File: config.mk
export PLATFORM = sky130hd
export DESIGN_NAME = bus_demux_1_16_flat
export DESIGN_NICKNAME = d
export VERILOG_FILES = /design/src/rtl/bus_pkg.sv /design/src/rtl/bus_demux_1_16_if.sv /design/src/rtl/bus_demux_1_16_slot.sv /design/src/rtl/bus_demux_1_16.sv /design/src/flat_wrapper.sv
export SDC_FILE = /design/constraint.sdc
export NUM_CORES = 1
export LEC_CHECK = 0
export BUFFER_PORTS_ARGS = -buffer_cell sky130_fd_sc_hd__buf_2
export CAP_MARGIN = 10
export CORE_MARGIN = 2
export CORE_UTILIZATION = 40
export DETAILED_ROUTE_END_ITERATION = 10
export PLACE_DENSITY = 0.7
export SLEW_MARGIN = 0
export SYNTH_ARGS = -nofsm -noshare
export SYNTH_HDL_FRONTEND = slang
export SYNTH_SLANG_ARGS = --single-unit
File: constraint.sdc
create_clock -name clk -period 8.85 [get_ports clk]
set_input_delay 1.77 -clock clk [delete_from_list [all_inputs] [get_ports clk]]
set_output_delay 1.77 -clock clk [all_outputs]
set_load 0.02 [all_outputs]
File: src/rtl/bus_pkg.sv
// ============================================================================
// Module   : bus_pkg
// Brief    : Shared widths and types for the 16-channel byte bus mux/demux.
// Revision : 1.0  initial release
// ============================================================================
`default_nettype none

package bus_pkg;
  localparam int WIDTH = 8;
  localparam int N     = 16;
  localparam int SEL_W = $clog2(N);

  typedef logic [WIDTH-1:0] byte_t;
  typedef byte_t [N-1:0]    bus_t;
  typedef logic [SEL_W:0]   occ_t;

  function automatic occ_t popcount(input logic [N-1:0] v);
    occ_t c;
    c = '0;
    for (int i = 0; i < N; i++) begin
      c = c + occ_t'(v[i]);
    end
    return c;
  endfunction
endpackage

`default_nettype wire

File: src/rtl/bus_demux_1_16_if.sv
// ============================================================================
// Module   : bus_demux_1_16_if
// Brief    : Byte-stream input and per-channel output handshake bundle.
//            in_bcast exists only when BUS_DEMUX_BCAST_EN is defined.
// Revision : 1.0  initial release
// ============================================================================
`default_nettype none

interface bus_demux_1_16_if;
  import bus_pkg::*;

  logic                 in_valid;
  logic                 in_ready;
  logic [SEL_W-1:0]     in_sel;
  byte_t                in_data;
`ifdef BUS_DEMUX_BCAST_EN
  logic                 in_bcast;
`endif
  logic [N-1:0]         out_valid;
  logic [N-1:0]         out_ready;
  bus_t                 out_data;
  occ_t                 occ;

  modport slave (
    input  in_valid,
    input  in_sel,
    input  in_data,
`ifdef BUS_DEMUX_BCAST_EN
    input  in_bcast,
`endif
    input  out_ready,
    output in_ready,
    output out_valid,
    output out_data,
    output occ
  );

  modport master (
    output in_valid,
    output in_sel,
    output in_data,
`ifdef BUS_DEMUX_BCAST_EN
    output in_bcast,
`endif
    output out_ready,
    input  in_ready,
    input  out_valid,
    input  out_data,
    input  occ
  );
endinterface

`default_nettype wire

File: src/rtl/bus_demux_1_16_slot.sv
// ============================================================================
// Module   : demux_slot
// Brief    : One-entry holding register with valid/ready drain.
// Revision : 1.0  initial release
// ============================================================================
`default_nettype none

module demux_slot
  import bus_pkg::*;
(
  input  wire logic  clk,
  input  wire logic  rst,
  input  wire logic  i_load,
  input  wire byte_t i_data,
  input  wire logic  i_ready,
  output logic       o_valid,
  output logic       o_valid_nxt,
  output byte_t      o_data
);
  logic  r_valid;
  byte_t r_data;

  // The parent only loads when the slot is empty or draining, so load wins.
  assign o_valid_nxt = i_load | (r_valid & ~i_ready);

  always_ff @(posedge clk) begin
    if (rst) begin
      r_valid <= 1'b0;
      r_data  <= '0;
    end else begin
      r_valid <= o_valid_nxt;
      if (i_load) begin
        r_data <= i_data;
      end
    end
  end

  assign o_valid = r_valid;
  assign o_data  = r_data;
endmodule

`default_nettype wire

File: src/rtl/bus_demux_1_16.sv
// ============================================================================
// Module   : bus_demux_1_16
// Brief    : Byte stream to 16 per-channel holding slots; optional broadcast
//            delivery enabled by BUS_DEMUX_BCAST_EN.
// Revision : 1.0  initial release
// ============================================================================
`default_nettype none

module bus_demux_1_16
  import bus_pkg::*;
(
  input  wire logic       clk,
  input  wire logic       rst,
  bus_demux_1_16_if.slave bus
);
  logic [N-1:0] w_valid;
  logic [N-1:0] w_valid_nxt;
  logic [N-1:0] w_load;
  bus_t         w_data;
  logic         w_sel_ready;
  logic         w_in_ready;
  logic         w_bcast;
  logic         w_accept;
  occ_t         r_occ;

  // A full slot that drains this cycle may be refilled in the same cycle.
  assign w_sel_ready = ~w_valid[bus.in_sel] | bus.out_ready[bus.in_sel];

`ifdef BUS_DEMUX_BCAST_EN
  logic w_all_ready;
  assign w_all_ready = &(~w_valid | bus.out_ready);
  assign w_bcast     = bus.in_valid & bus.in_bcast;
  assign w_in_ready  = w_bcast ? w_all_ready : w_sel_ready;
`else
  assign w_bcast     = 1'b0;
  assign w_in_ready  = w_sel_ready;
`endif

  assign w_accept = bus.in_valid & w_in_ready;

  generate
    for (genvar gi = 0; gi < N; gi++) begin : g_slot
      assign w_load[gi] = w_accept & (w_bcast | (bus.in_sel == SEL_W'(gi)));

      demux_slot u_slot (
        .clk         (clk),
        .rst         (rst),
        .i_load      (w_load[gi]),
        .i_data      (bus.in_data),
        .i_ready     (bus.out_ready[gi]),
        .o_valid     (w_valid[gi]),
        .o_valid_nxt (w_valid_nxt[gi]),
        .o_data      (w_data[gi])
      );
    end
  endgenerate

  // Counting next-state valids keeps occ equal to popcount(out_valid).
  always_ff @(posedge clk) begin
    if (rst) begin
      r_occ <= '0;
    end else begin
      r_occ <= popcount(w_valid_nxt);
    end
  end

  assign bus.in_ready  = w_in_ready;
  assign bus.out_valid = w_valid;
  assign bus.out_data  = w_data;
  assign bus.occ       = r_occ;
endmodule

`default_nettype wire

File: src/flat_wrapper.sv
// flat-port wrapper written by rule: the top's interface ports become plain ports
module bus_demux_1_16_flat import bus_pkg::*;
  (clk, rst, bus_in_valid, bus_in_sel, bus_in_data, bus_out_ready, bus_in_ready, bus_out_valid, bus_out_data, bus_occ);
  bus_demux_1_16_if bus_i ();
  input  wire logic clk;
  input  wire logic rst;
  input wire logic [$bits(bus_i.in_valid)-1:0] bus_in_valid;
  input wire logic [$bits(bus_i.in_sel)-1:0] bus_in_sel;
  input wire logic [$bits(bus_i.in_data)-1:0] bus_in_data;
  input wire logic [$bits(bus_i.out_ready)-1:0] bus_out_ready;
  output wire logic [$bits(bus_i.in_ready)-1:0] bus_in_ready;
  output wire logic [$bits(bus_i.out_valid)-1:0] bus_out_valid;
  output wire logic [$bits(bus_i.out_data)-1:0] bus_out_data;
  output wire logic [$bits(bus_i.occ)-1:0] bus_occ;
  assign bus_i.in_valid = bus_in_valid;
  assign bus_i.in_sel = bus_in_sel;
  assign bus_i.in_data = bus_in_data;
  assign bus_i.out_ready = bus_out_ready;
  assign bus_in_ready = bus_i.in_ready;
  assign bus_out_valid = bus_i.out_valid;
  assign bus_out_data = bus_i.out_data;
  assign bus_occ = bus_i.occ;
  bus_demux_1_16 u_core (.clk(clk), .rst(rst), .bus(bus_i));
endmodule
Yosys cells after proc, flatten, opt, wreduce, memory -nomap -nowiden
Index checks and enable logic that the tools add are counted.
- input bits: 31
- output and inout port bits: 150
- flip-flop bits (word level): 149
- logic and storage cells: 136
- bitwise logic cells: 67
- muxes and demuxes: 4
- $lt $le $gt $ge: 1
- reductions and logical operators: 1
- equal/unequal tests: 15
- add/subtract/negate cells: 15
- operators by type and width (kind ; count):
    $add 5x1->5 ; 11
    $and 1x1->1 ; 33
    $eq 4x4->1 const B ; 8
    $not 1->1 ; 17
    $or 1x1->1 ; 17
    $eq 4x3->1 const B ; 4
    $bmux 1 s4 ; 2
    $eq 4x2->1 const B ; 2
    $add 4x1->5 ; 1
    $lt 4x5->1 const B ; 1
    $add 3x1->4 ; 1
    $eq 4x1->1 const B ; 1
    $logic_not 4->1 ; 1
    $add 2x1->3 ; 1
    $add 1x1->2 ; 1
    $mux 1 ; 2

Longest topological paths before layout
- word-level depth: 22
- depth in mapped cells: 19
- depth with buffers taken out: 17

Modules after synthesis
Synthesis repeated with hierarchy kept, for this count alone.
- cells, all modules: 594
- area total of the unflattened synthesis: 6129.6 sq um
- modules (own cells, without submodules) (module ; cells each ; area an instance (sq um) ; times used ; sequential area each (sq um)):
    demux_slot ; 31 ; 324.1 ; 16 ; 180.2
    bus_demux_1_16 ; 98 ; 944.7 ; 1 ; 100.1

Worst setup path after synthesis
Ideal clock, no wire load.
- path kind: in2reg
- start point: in bus_in_sel[3]
- end point: reg u_core.r_occ[3], in the netlist u_core.bus.occ[3]
- buffers on the path: 2
- setup slack: 2.718 ns
- cell stages on the path: 16
- library setup time: 0.128 ns
- arrival: 6.004 ns
- data required time: 8.722 ns
- cell sequence: buf_6 -> mux4_2 -> mux2_4 -> o21ai_1 -> buf_2 -> and2_1 -> fa_1 -> fa_1 -> fa_1 -> fa_1 -> inv_1 -> ha_1 -> a21o_1 -> a21oi_1 -> xor2_1 -> nor2_1
- word-level cells in the longest chain between the ends: 22
- elaborated cells between the ends (all ways): 70
- those cells by class: add/sub (15); eq/ne (15); mux (4); bitwise (35); reduce/logical (1)
- RTL lines (what ; line ; RTL):
    from (decl) ; flat_wrapper.sv:8 ; input wire logic [$bits(bus_i.in_sel)-1:0] bus_in_sel;
    $bmux 1 s4 ; bus_demux_1_16.sv:27 ; assign w_sel_ready = ~w_valid[bus.in_sel] | bus.out_ready[bus.in_sel];
    $mux 1 (implied by the code) ; bus_demux_1_16.sv:27 ;
    $not 1->1 ; bus_demux_1_16.sv:27 ;
    $or 1x1->1 ; bus_demux_1_16.sv:27 ;
    $and 1x1->1 ; bus_demux_1_16.sv:39 ; assign w_accept = bus.in_valid & w_in_ready;
    $and 1x1->1 ; bus_demux_1_16.sv:43 ; assign w_load[gi] = w_accept & (w_bcast | (bus.in_sel == SEL_W'(gi)));
    $or 1x1->1 ; bus_demux_1_16_slot.sv:24 ; assign o_valid_nxt = i_load | (r_valid & ~i_ready);
    $add 1x1->2 ; bus_pkg.sv:21 ; c = c + occ_t'(v[i]);
    $add 2x1->3 ; bus_pkg.sv:21 ;
    $add 3x1->4 ; bus_pkg.sv:21 ;
    $add 4x1->5 ; bus_pkg.sv:21 ;
    $add 5x1->5 (10 in series) ; bus_pkg.sv:21 ;
    $add 5x1->5 * ; bus_pkg.sv:21 ;
    to (signal assigned) ; bus_demux_1_16.sv:63 ; r_occ <= popcount(w_valid_nxt);
    to (decl) ; bus_demux_1_16.sv:24 ; occ_t r_occ;
Every way passes the cells marked *; elsewhere a longest branch is shown, timed or not. The select of a mux whose other input is x is not followed.
A chain may end at the register's enable or synchronous reset.

Worst setup path after layout
- start point: in bus_in_sel[3]
- end point: reg u_core.r_occ[3], in the netlist u_core.bus.occ[3]
- elaborated cells between the ends (all ways): 70
- those cells by class: add/sub (15); eq/ne (15); mux (4); bitwise (35); reduce/logical (1)
- RTL lines (what ; line ; RTL):
    $bmux 1 s4 ; bus_demux_1_16.sv:27 ;
    $mux 1 (implied by the code) ; bus_demux_1_16.sv:27 ;
    $not 1->1 ; bus_demux_1_16.sv:27 ;
    $or 1x1->1 ; bus_demux_1_16.sv:27 ;
    $and 1x1->1 ; bus_demux_1_16.sv:39 ;
    $and 1x1->1 * ; bus_demux_1_16.sv:43 ;
    $or 1x1->1 * ; bus_demux_1_16_slot.sv:24 ;
    via u_core.g_slot[10].u_slot.o_valid_nxt ; bus_demux_1_16_slot.sv:17 ; output logic o_valid_nxt,
    $add 5x1->5 * (6 in series) ; bus_pkg.sv:21 ;
The timed path passes the listed nets; every way through them passes the cells marked *. The select of a mux whose other input is x is not followed.

==> results.md <==
- The maximum clock frequency is 162.3 MHz.
- The data required time at the worst endpoint is 9.11 ns.
- The cell taking the most area after synthesis is sky130_fd_sc_hd__dfxtp_1.
- The worst setup path is captured at a flip-flop.
- IR analysis of the VDD net gives a maximum drop of 0.1181 mV.
- The horizontal die dimension is 132.3 µm.
- The number of cells produced by synthesis is 617.
- The synthesized design contains 149 register bits.
- Setup repair after global routing left no endpoint under its margin.
- The total power density per cell area is 179.9 mW/mm².
- The buffer depth of the longest clock path is 2.
- The number of enable flip-flop cells after synthesis is 0.
- The later pin in the worst-skew pair is clocked with a latency of 0.41 ns.
- The total of fill cells in the finished design is 1545.
- The final global-route overflow total is 0.
- The wire length of the first global-routing pass is 27.12 mm.
- The TritonCTS buffer count is 17.
- Buffers added to address setup during post-CTS repair amount to 0.
- The tightest min-delay check is of the reg2reg type.
- For this run, asynchronously set or reset flops after synthesis account for 0.
- The area of the multi-input gates is 0.003196 mm².
- The total wirelength of the detailed-routed design is 17.33 mm.
- The final period demand of the worst path is 6.161 ns.
- The final number of max-transition violations is 0.
- The final antenna diode count is 0.
- During I/O placement, the number of pins put on the boundary was 181.
- After synthesis the cells add up to 0.006585 mm².
- The proportion of netlist area held by the largest area contributor is 0.4530.
- The number of failing setup endpoints in the final timing report is 0.
- The height of the die is 132.3 µm.
- The total global-route track usage is 0.2005.
- The clock tree from TritonCTS is built.
- Ranked by total cell area, the synthesized netlist is headed by sky130_fd_sc_hd__dfxtp_1 45%, sky130_fd_sc_hd__mux2i_1 19%, sky130_fd_sc_hd__nand2b_1 15%, sky130_fd_sc_hd__fa_1 3.0%, sky130_fd_sc_hd__buf_4 2.6%.
- Across the run, the number of max-cap violations was 0.
- The last weighted congestion value of the routability-driven placer is 0.8061.
- The sequential cells in the finished layout cover a total of 0.002983 mm².
- The commonest cells after synthesis are 153 x sky130_fd_sc_hd__nand2b_1, 149 x sky130_fd_sc_hd__dfxtp_1, 128 x sky130_fd_sc_hd__mux2i_1.
- The number of global-route vias before repair is 4816.
- Clock-pin slew was measured on the worst setup and hold paths at 0.05 ns.
- In this run the register-to-register setup slack is 4.10 ns.
- The number of DRC violations after detailed routing is 0.
- The tightest slew margin relative to the limit is 0.2441.
- The count of nets left with antenna violations after detail routing is 0.
- At the pin with the least slew margin, the transition time is 1.126 ns.
- The kind of critical path is in2reg.
- The number of nets handed over by synthesis was 663.
- The run finished with clean final reports.
- Relative to the synthesized area, the layout overhead comes to 22.23%.
- The number of hold violations in the final report is 0.
- The setup skew after layout is 0.008712 ns.
- The hold buffer count at CTS is 0.
- During synthesis, Yosys emitted a total of 0 warnings.
- Entering global routing, the biggest net connects 128 pins.
- The routed layout has 4793 vias.
- The sum of net half-perimeters after detailed placement is 12.03 mm.
- The net count reported at finish is 811.
- The leakage component of the power is 0.004337 µW.
- The primary flip-flop cell chosen by synthesis mapping is sky130_fd_sc_hd__dfxtp_1.
- The count of TritonRoute iterations in the first routing pass is 5.
- For this run, the register share of the synthesized area comes to 0.4530.
- The DRC marker count from the first detailed-route iteration is 319.
- After floorplanning, the core was sized to cover 0.01600 mm².
- The die covers 0.01750 mm².
- The number of sinks handled by clock tree synthesis is 149.
- The count of standard-cell rows is 46.
- The detailed-route vias per instance is 4.837.
- Input and output buffers added on the ports amount to 180.
- The cell with the most instances after synthesis is sky130_fd_sc_hd__nand2b_1.
- The signal arrival time at the worst endpoint is 6.42 ns.
- In this run the worst path has a maximum fanout of 12.
- The design draws 1448 µW.
- The post-route setup TNS is 0 ns.
- Dividing the detail-routed wire length by the instance count gives 17.49 µm.
- The number of distinct library cells after synthesis is 32.
- The post-cts resize count is 0.
- The kind of start point of the critical path is an input pin.
- The initial antenna violation count came to 0.
- The H-tree depth reported by CTS is 4.
- In the final layout, the share of cells above drive strength 1 is 0.2994.
- A synthesized cell averages 10.67 µm².
- The final period utilization is 0.6962.
- The clock tree root buffer cell is sky130_fd_sc_hd__clkbuf_16.
- For this configuration, the core starts out at a cell density of 0.4116.
- Across all hold checks on the routed design, the worst slack comes to 0.4717 ns.
## cell type report
cell class | count | share of cell area
Multi-Input combinational cell | 388 | 0.3970
Sequential cell | 149 | 0.3706
Timing Repair Buffer | 196 | 0.1272
Clock buffer | 25 | 0.06280
Tap cell | 216 | 0.03358
Inverter | 13 | 0.006062
Clock inverter | 4 | 0.002798
## cell usage in the layout (no fill, tap or decap), types with 3 or more instances in the layout
cell	Yosys	routed
sky130_fd_sc_hd__a21oi_1	19	19
sky130_fd_sc_hd__and2_1	12	12
sky130_fd_sc_hd__buf_2	10	179
sky130_fd_sc_hd__buf_4	23	17
sky130_fd_sc_hd__clkbuf_1	33	3
sky130_fd_sc_hd__clkbuf_16	0	17
sky130_fd_sc_hd__clkbuf_8	0	5
sky130_fd_sc_hd__clkinv_2	0	3
sky130_fd_sc_hd__dfxtp_1	149	149
sky130_fd_sc_hd__fa_1	10	10
sky130_fd_sc_hd__ha_1	5	5
sky130_fd_sc_hd__inv_1	12	12
sky130_fd_sc_hd__mux2i_1	128	128
sky130_fd_sc_hd__mux4_1	3	3
sky130_fd_sc_hd__mux4_2	5	5
sky130_fd_sc_hd__nand2_1	5	5
sky130_fd_sc_hd__nand2b_1	153	153
sky130_fd_sc_hd__nor2_1	16	16
sky130_fd_sc_hd__o2111ai_1	4	4
sky130_fd_sc_hd__o21ai_1	8	12
## critical path: stages
cell                      delay (ns)
sky130_fd_sc_hd__buf_2          0.27
sky130_fd_sc_hd__mux4_1         0.59
sky130_fd_sc_hd__mux2_2         0.36
sky130_fd_sc_hd__o21ai_1        0.16
sky130_fd_sc_hd__buf_4          0.24
sky130_fd_sc_hd__nand2_1        0.12
sky130_fd_sc_hd__fa_1           0.54
sky130_fd_sc_hd__inv_1          0.04
sky130_fd_sc_hd__fa_1           0.46
sky130_fd_sc_hd__fa_1           0.43
sky130_fd_sc_hd__fa_1           0.57
sky130_fd_sc_hd__inv_1          0.06
sky130_fd_sc_hd__ha_1           0.28
sky130_fd_sc_hd__a21o_1         0.17
sky130_fd_sc_hd__a21oi_1        0.16
sky130_fd_sc_hd__xor2_1         0.16
sky130_fd_sc_hd__nor2_1         0.05
## report_power, final
part | switching, µW | total [µW] | internal (µW)
logic | 68.7 | 114 | 45.4
clock network | 258 | 647 | 389
registers | 5.09 | 686 | 681
total | 332 | 1450 | 1120
## final timing paths
check,from,to,cells after the start
worst max-delay path,bus_in_sel[3],u_core.bus.occ[3],17
worst min-delay path,u_core.g_slot[11].u_slot.o_data[1],u_core.g_slot[11].u_slot.o_data[1],2
worst max register to register,u_core.g_slot[12].u_slot.o_valid,u_core.bus.occ[3],15
worst min register to register,u_core.g_slot[11].u_slot.o_data[1],u_core.g_slot[11].u_slot.o_data[1],2
## metrics by stage
stage,instance area (µm²),setup WS (ns),util,std cells
2_1_floorplan,6585,2.718,-,617
3_3_place_gp,7521,2.315,0.4701,962
3_5_place_dp,7521,2.254,0.4701,962
4_1_cts,8049,2.670,0.5031,991
5_1_grt,8049,2.426,0.5031,991
6_report,8049,2.689,0.5031,991
## logic make-up (layout without fill, tap and decap cells)
group	after synthesis	after routing	share of synthesized area
AOI/OAI and AO/OA	36	36	0.03002
xor gates and xnor gates	2	2	0.002661
adders and majority gates	15	15	0.03990
buffers and inverters	80	238	0.06175
DFF	149	149	0.4530
muxes	140	140	0.2345
and+or+nand+nor	195	195	0.1782
## metal layers
metal  part of all wire  global-route usage
met1               0.45              0.2628
met5                  0                   0
met2               0.44              0.3053
met3              0.088             0.07612
met4              0.020             0.06571
## sequential cells by signal, summed over array words and instances, names as in the netlist
register and count:
u_core.bus.occ 5, u_core.g_slot.u_slot.o_valid 16, u_core.g_slot.u_slot.o_data 128
(Power assumes the default switching activity.)
